--- config.mk ---
export PLATFORM = sky130hd
export DESIGN_NAME = init_ram_bank
export DESIGN_NICKNAME = d
export VERILOG_FILES = /design/src/rtl/init_ram_bank.sv
export SDC_FILE = /design/constraint.sdc
export NUM_CORES = 1
export LEC_CHECK = 0
export CORE_MARGIN = 2
export CORE_UTILIZATION = 64
export CTS_CLUSTER_SIZE = 16
export DETAILED_ROUTE_END_ITERATION = 8
export GPL_ROUTABILITY_DRIVEN = 1
export GPL_TIMING_DRIVEN = 0
export PLACE_DENSITY = 0.85
export SLEW_MARGIN = 5
export SYNTH_ARGS = -nofsm -noshare
export SYNTH_HDL_FRONTEND = slang
export SYNTH_SLANG_ARGS = --single-unit
--- constraint.sdc ---
create_clock -name clk -period 7.7 [get_ports clk]
set_input_delay 1.155 -clock clk [delete_from_list [all_inputs] [get_ports clk]]
set_output_delay 1.155 -clock clk [all_outputs]
set_load 0.01 [all_outputs]
--- src/rtl/init_ram_bank.sv ---
// rtl/init_ram_bank.sv - 32x8 RTC register-file RAM loaded by the RAM-init FSM, with host write/read port
module init_ram_bank #(
    parameter int DATA_W = 8,
    parameter int DEPTH  = 32,
    parameter int ROM_N  = 18
) (
    input  logic                         clk,
    input  logic                         reset,
    input  logic                         rom_to_ram,
    input  logic                         rom_enable,
    input  logic [ROM_N-1:0]             dir_rom,
    input  logic [DEPTH-1:0]             dir_ram,
    input  logic                         w_ram_enable,
    input  logic                         r_ram_enable,
    input  logic [$clog2(DEPTH)-1:0]     rd_addr,
    input  logic                         ext_we,
    input  logic [$clog2(DEPTH)-1:0]     ext_waddr,
    input  logic [DATA_W-1:0]            ext_wdata,
    output logic [DATA_W-1:0]            rd_data,
    output logic                         rd_valid,
    output logic                         init_done,
    output logic                         addr_err,
    output logic [$clog2(DEPTH+1)-1:0]   wr_count
);

    localparam int AW = $clog2(DEPTH);
    localparam int CW = $clog2(DEPTH+1);

    logic [DATA_W-1:0] mem [DEPTH];
    logic [DEPTH-1:0]  mask;
    logic              rom_to_ram_q;

    logic [DATA_W-1:0] rom_val;
    logic [AW-1:0]     ram_idx;
    logic              ram_onehot;
    logic              rom_onehot;
    logic              init_attempt;
    logic              init_we;
    logic              init_bad;
    logic              burst_start;
    logic              host_we;
    logic [DEPTH-1:0]  mask_next;
    logic [CW-1:0]     count_base;
    logic [CW-1:0]     count_next;

    // RTC register image constants: st0..st2, time/date, timer, commands, enable, mask
    function automatic logic [DATA_W-1:0] rom_byte(input int i);
        logic [7:0] b;
        case (i)
            0:       b = 8'h00;
            1:       b = 8'h01;
            2:       b = 8'h02;
            3:       b = 8'h21;
            4:       b = 8'h22;
            5:       b = 8'h23;
            6:       b = 8'h24;
            7:       b = 8'h25;
            8:       b = 8'h26;
            9:       b = 8'h41;
            10:      b = 8'h42;
            11:      b = 8'h43;
            12:      b = 8'hF0;
            13:      b = 8'hF1;
            14:      b = 8'hF2;
            15:      b = 8'h08;
            16:      b = 8'h44;
            17:      b = 8'h10;
            default: b = 8'h00;
        endcase
        return DATA_W'(b);
    endfunction

    always_comb begin
        rom_val = '0;
        for (int i = 0; i < ROM_N; i++) begin
            if (dir_rom[i]) begin
                rom_val = rom_val | rom_byte(i);
            end
        end
    end

    always_comb begin
        ram_idx = '0;
        for (int i = 0; i < DEPTH; i++) begin
            if (dir_ram[i]) begin
                ram_idx = ram_idx | AW'(i);
            end
        end
    end

    assign ram_onehot = (dir_ram != '0) && ((dir_ram & (dir_ram - 1'b1)) == '0);
    assign rom_onehot = (dir_rom != '0) && ((dir_rom & (dir_rom - 1'b1)) == '0);

    // dir_ram == 0 is the FSM's terminal cycle, so it is neither a write nor an error
    assign init_attempt = rom_to_ram && rom_enable && w_ram_enable && (dir_ram != '0);
    assign init_we      = init_attempt && ram_onehot && rom_onehot;
    assign init_bad     = init_attempt && !(ram_onehot && rom_onehot);
    assign burst_start  = rom_to_ram && !rom_to_ram_q;
    assign host_we      = ext_we && !rom_to_ram;

    // A write landing on the burst-start cycle counts toward the new burst
    always_comb begin
        mask_next  = burst_start ? '0 : mask;
        count_base = burst_start ? '0 : wr_count;
        count_next = count_base;
        if (init_we) begin
            mask_next = mask_next | dir_ram;
            if (count_base != CW'(DEPTH)) begin
                count_next = count_base + 1'b1;
            end
        end
    end

    always_ff @(posedge clk) begin
        if (reset) begin
            for (int i = 0; i < DEPTH; i++) begin
                mem[i] <= '0;
            end
        end else if (init_we) begin
            mem[ram_idx] <= rom_val;
        end else if (host_we) begin
            mem[ext_waddr] <= ext_wdata;
        end
    end

    always_ff @(posedge clk) begin
        if (reset) begin
            rom_to_ram_q <= 1'b0;
            mask         <= '0;
            wr_count     <= '0;
            init_done    <= 1'b0;
            addr_err     <= 1'b0;
        end else begin
            rom_to_ram_q <= rom_to_ram;
            mask         <= mask_next;
            wr_count     <= count_next;
            if (burst_start) begin
                init_done <= 1'b0;
            end else if (&mask) begin
                init_done <= 1'b1;
            end
            if (init_bad) begin
                addr_err <= 1'b1;
            end
        end
    end

    always_ff @(posedge clk) begin
        if (reset) begin
            rd_data  <= '0;
            rd_valid <= 1'b0;
        end else begin
            rd_valid <= r_ram_enable;
            if (r_ram_enable) begin
                rd_data <= mem[rd_addr];
            end
        end
    end

endmodule
---- Word level (Yosys, flattened, before mapping) ----
Memory sizes are Yosys's and may differ from the RTL's. A register that Yosys moved wholly into a read port is not among the register bits.
Index checks and enable logic that the tools add are counted.
word-level totals
  output and inout port bits .............. 17
  input port bits ......................... 75
  memories kept ........................... 1
  register bits ........................... 42
  bits in writable memories ............... 256
cells by class
  reduce and logical (&&, ||, !) cells .... 24
  add/subtract/negate cells ............... 3
  equal/unequal tests ..................... 1
  bitwise gates (word level) .............. 20
  muxes and demuxes ....................... 95
memory list
  name  words  bits a word  rd ports  clocked after memory_dff  write ports  line  text
  mem   32     8            1         1                         32           29    logic [DATA_W-1:0] mem [DEPTH];
operators with widths
  operator               count
  $mux 8                 38
  $or 8x8->8             17
  $mux 5                 18
  $mux 32                2
  $and 32x32->32         1
  $logic_not 32->1       1
  $mux 4                 8
  $or 32x32->32          1
  $reduce_and 32->1      1
  $reduce_bool 32->1     1
  $sub 32x1->32 const B  1
  $mux 6                 4
  $mux 1                 19
  $and 18x18->18         1
  $logic_not 18->1       1
  $reduce_bool 18->1     1
  $sub 18x1->18 const B  1
  $reduce_or 8->1        2
  $mux 3                 4
  $logic_and 1x1->1      11
  $add 6x1->6 const B    1
  $ne 6x6->1 const B     1
  $mux 2                 2
  $reduce_bool 2->1      2
  2 further kinds        4

---- Logic depth before layout (Yosys ltp) ----
  depth after elaboration ................. 38
  gate-level depth with buffers ........... 13

---- Worst setup path after synthesis ----
OpenSTA, ideal clock, no wires.
  path kind ............................... in2reg
  start ................................... in dir_ram[4]
  end ..................................... mem mem[25][0], enable pin
  arrival time ............................ 4.175 ns
  path buffers ............................ 2
  data required time ...................... 7.388 ns
  library setup time ...................... 0.312 ns
  slack ................................... 3.213 ns
  stages on the path ...................... 10
  path through ............................ or4_1 -> clkbuf_1 -> nor4_1 -> a21oi_1 -> a2111oi_0 -> nand4_1 -> or3_1 -> nand2_1 -> buf_2 -> a31o_2
RTL lines
  item             line  text
  start, declared  12    input logic [DEPTH-1:0] dir_ram,
  end, declared    29

==> key figures <==
Status
  • Status: finished, final reports clean

Global route
  • Total track usage: 38.2%
  • Overflow after GRT: 0
  • First-pass GRT wire length: 66.8 mm
  • Antenna violations before repair: 0
  • Number of global-route vias before repair: 11.2k
  • Largest net degree at the start of global routing: 17

Timing
  • Tcrit/Tclk final: 76.6%
  • Clock Skews: 0.0193 ns
  • Rel. slew slack: 15.3%
  • Final Hold Fails: 0
  • Fmax: 170 MHz
  • Actual slew at the worst max-slew pin: 1.26 ns
  • Final min period: 5.90 ns
  • RSZ-0062 raised after global routing: false
  • Final Max Tran Viols: 0
  • Final setup viols: 0
  • Final setup TNS: 0 ns

Synthesis
  • Async S/R FF share, synth: 0%
  • Number of flops mapped to enable cells by yosys: 256
  • Library cells used by synthesis: 62
  • Sequential fraction of the synthesis area: 59.8%
  • Mapped Area: 14500 um2
  • Syn Area/Cell: 12.9 um2
  • Synthesized instance count: 1130
  • Post-synthesis register bit count: 306
  • Top_reg_cell synth: edfxtp_1
  • Yosys Warn Count: 0
  • Syn Nets: 1207

Floorplanning
  • Die area: 23900 um2
  • CORE AREA: 22400 um2
  • Ports: 92
  • Initial core utilization: 64.7%
  • # rows: 55
  • Height of the die: 155 um
  • Die Span X: 155 um

Clock network
  • Worst-path clk slew: 0.06 ns
  • Post-CTS Setup Inserts: 0
  • Clock H-tree levels: 1
  • Hold_buf cts: 0
  • Clk_lat worst skew: 0.58 ns
  • Clk buf depth: 3
  • Post-CTS sizing: 0
  • Num CTS Buffers: 30
  • CTS tree: done
  • Root buffer cell: clkbuf_16
  • CTS Sinks: 306

Pwr
  • Clock share of power: 38.9%
  • Switching Share: 23.7%
  • Part of the power in combinational logic: 9.8%
  • Max IR drop VDD: 0.211 mV
  • Internal: 2.81 mW
  • Sw Pwr: 873 uW
  • Power density cells: 221 nW/um2
  • Reg power frac: 51.3%
  • P_leak: 5.19 nW

Placed design
  • Final HPWL from detailed placement: 31.4 mm
  • Area post-placement: 15700 um2
  • Final Wtd Congestion: 0.994
  • IO Port Bufs: 83

Critical path
  • CP max-delay cell: nor2_1
  • Setup crit start kind: primary input
  • RR Endpoint: wr_count[3]$_SDFF_PP0_
  • CP peak stage delay: 0.95 ns
  • Sequence of cells on the critical path: clkdlybuf4s50_1 > or4_1 > clkbuf_1 > nor4_1 > nand3_1 > nand4_1 > or4_1 > clkbuf_1 > nor3_4 > nor2_1 > buf_2 > buf_2 > nor3_1
  • Critical Path RT: 8.00 ns
  • Number of buffers and inverters on the critical path: 5
  • Flop2flop setup slack: 5.74 ns
  • Crit Path Class: in2reg
  • Crit. End Element: flip-flop
  • R2R cell count: 8
  • CP top delay family: simple AND/OR/NAND/NOR gates
  • Crit path DAT: 6.19 ns
  • Maximum fanout along the worst path: 10
  • Launching point of the worst reg2reg path: rom_to_ram_q$_SDFF_PP0_

Layout
  • Final nets: 1322
  • Share of cells above drive strength 1: 14.2%
  • P&R area growth vs syn: 14.7%
  • N_diodes: 0
  • Post-route cell area: 16700 um2
  • Final core utilization: 74.3%

Route
  • Vias: 11.3k
  • Drt wl/cell: 29.0 um
  • Initial DRC count: 1636
  • DRC errors left: 0
  • Drt via density: 7.27
  • Antenna-violating nets left: 0
  • Final WL: 45.1 mm
  • Pre-antenna DRT Iters: 8

Worst hold path
  • Worst hold path depth: 1
  • Worst hold path type: reg2reg
  • Hold path startpoint: mask[19]$_SDFF_PP0_
  • WHS Endpoint: mask[19]$_SDFF_PP0_

Job
  • Maxcap violations: 0
[worst max-delay path by stage]
stage / from / cells past startpoint / to
finish: dir_ram[5] / 13 / mem[1][4]$_SDFFCE_PN0P_
global route: dir_ram[5] / 13 / mem[1][6]$_SDFFCE_PN0P_
CTS: dir_ram[5] / 13 / mem[1][6]$_SDFFCE_PN0P_
detailed placement: dir_ram[5] / 13 / mem[1][6]$_SDFFCE_PN0P_
global placement: dir_ram[5] / 13 / mem[0][4]$_SDFFCE_PN0P_
floorplan: dir_ram[4] / 10 / mem[25][0]$_SDFFCE_PN0P_
[metrics by stage]
stage / hold slack, ns / setup WS, ns / total power [mW] / cells
after floorplan: 0.442 / 3.21 / 2.11 / 1130
after global placement: 0.456 / 1.76 / 2.26 / 1498
after detailed placement: 0.456 / 1.61 / 2.27 / 1498
after CTS: 0.476 / 2.21 / 3.66 / 1554
after global routing: 0.483 / 1.76 / 3.75 / 1554
final: 0.472 / 1.80 / 3.68 / 1554
[synth_stat cells, types with 4 or more instances]
cell	number	area [um2]
a211oi_1	8	60.1
a21oi_1	8	40.0
a22o_1	32	280
a22oi_1	5	37.5
a31o_2	34	298
a31oi_1	8	50.1
and2_1	7	43.8
and3_1	6	37.5
buf_1	11	41.3
buf_2	12	60.1
clkbuf_1	60	225
dfxtp_1	50	1000
edfxtp_1	256	7690
inv_1	4	15.0
mux2i_1	9	90.1
mux4_2	80	1800
nand2_1	73	274
nand3_1	10	50.1
nand4_1	12	75.1
nor2_1	166	623
nor2b_1	7	43.8
nor3_1	144	721
nor4_1	29	181
o21ai_0	9	45.0
o21ai_1	6	30.0
o31ai_1	5	37.5
o41ai_1	4	35.0
or2_2	7	43.8
or3_1	7	43.8
or4_1	13	97.6
[placed cells by master, fill, tap and decap left out, drive strengths merged, types with 9 or more instances in the layout]
cell type      count
edfxtp           256
nor2             166
nor3             145
clkbuf           106
clkdlybuf4s50     83
mux4              80
nand2             73
dfxtp             50
a31o              34
a22o              32
nor4              29
buf               23
o21ai             16
or4               14
nand4             12
nand3             10
mux2i              9
[final cells by class]
| type | count | area (um2) |
|---|---|---|
| fill | 1405 | 5770 |
| buffer | 83 | 327 |
| clock inverter | 10 | 100 |
| inverter | 4 | 15.0 |
| timing repair buffer | 83 | 831 |
| tap | 285 | 357 |
| clock buffer | 46 | 851 |
| sequential | 306 | 8690 |
| multi-input combinational | 737 | 5490 |
[cell families (layout without fill, tap and decap cells)]
logic type | Yosys count | in the layout | share of synthesized area [%]
compound gates | 144 | 144 | 7.85
xor+xnor | 1 | 1 | 0.0603
fa+ha+maj | 4 | 4 | 0.310
buf+inv | 87 | 226 | 2.35
flops | 306 | 306 | 59.8
mux | 90 | 90 | 13.1
simple gates | 498 | 498 | 16.5
[metal layers]
layer	track usage (%)	share of wire, %	vias to the layer above
met2	60.3	45	1013
met3	10.6	14	213
li1	-	-	4693
met4	22.0	7.5	0
met1	47.8	33	5375
met5	0	0	-
[sequential cells by signal (all words and copies together) (netlist names)]
register / cells
rd_valid: 1
addr_err: 1
wr_count: 6
rd_data: 8
rom_to_ram_q: 1
mem: 256
mask: 32
init_done: 1
[power by group through the flow]
stage / clock (mW) / sequential (mW) / combinational, mW
2_1_floorplan: 0 / 1.91 / 0.196
3_3_place_gp: 0 / 1.92 / 0.341
3_5_place_dp: 0 / 1.92 / 0.348
4_1_cts: 1.42 / 1.89 / 0.350
5_1_grt: 1.48 / 1.89 / 0.372
6_report: 1.43 / 1.89 / 0.360
Power figures use the tool's default switching activity.
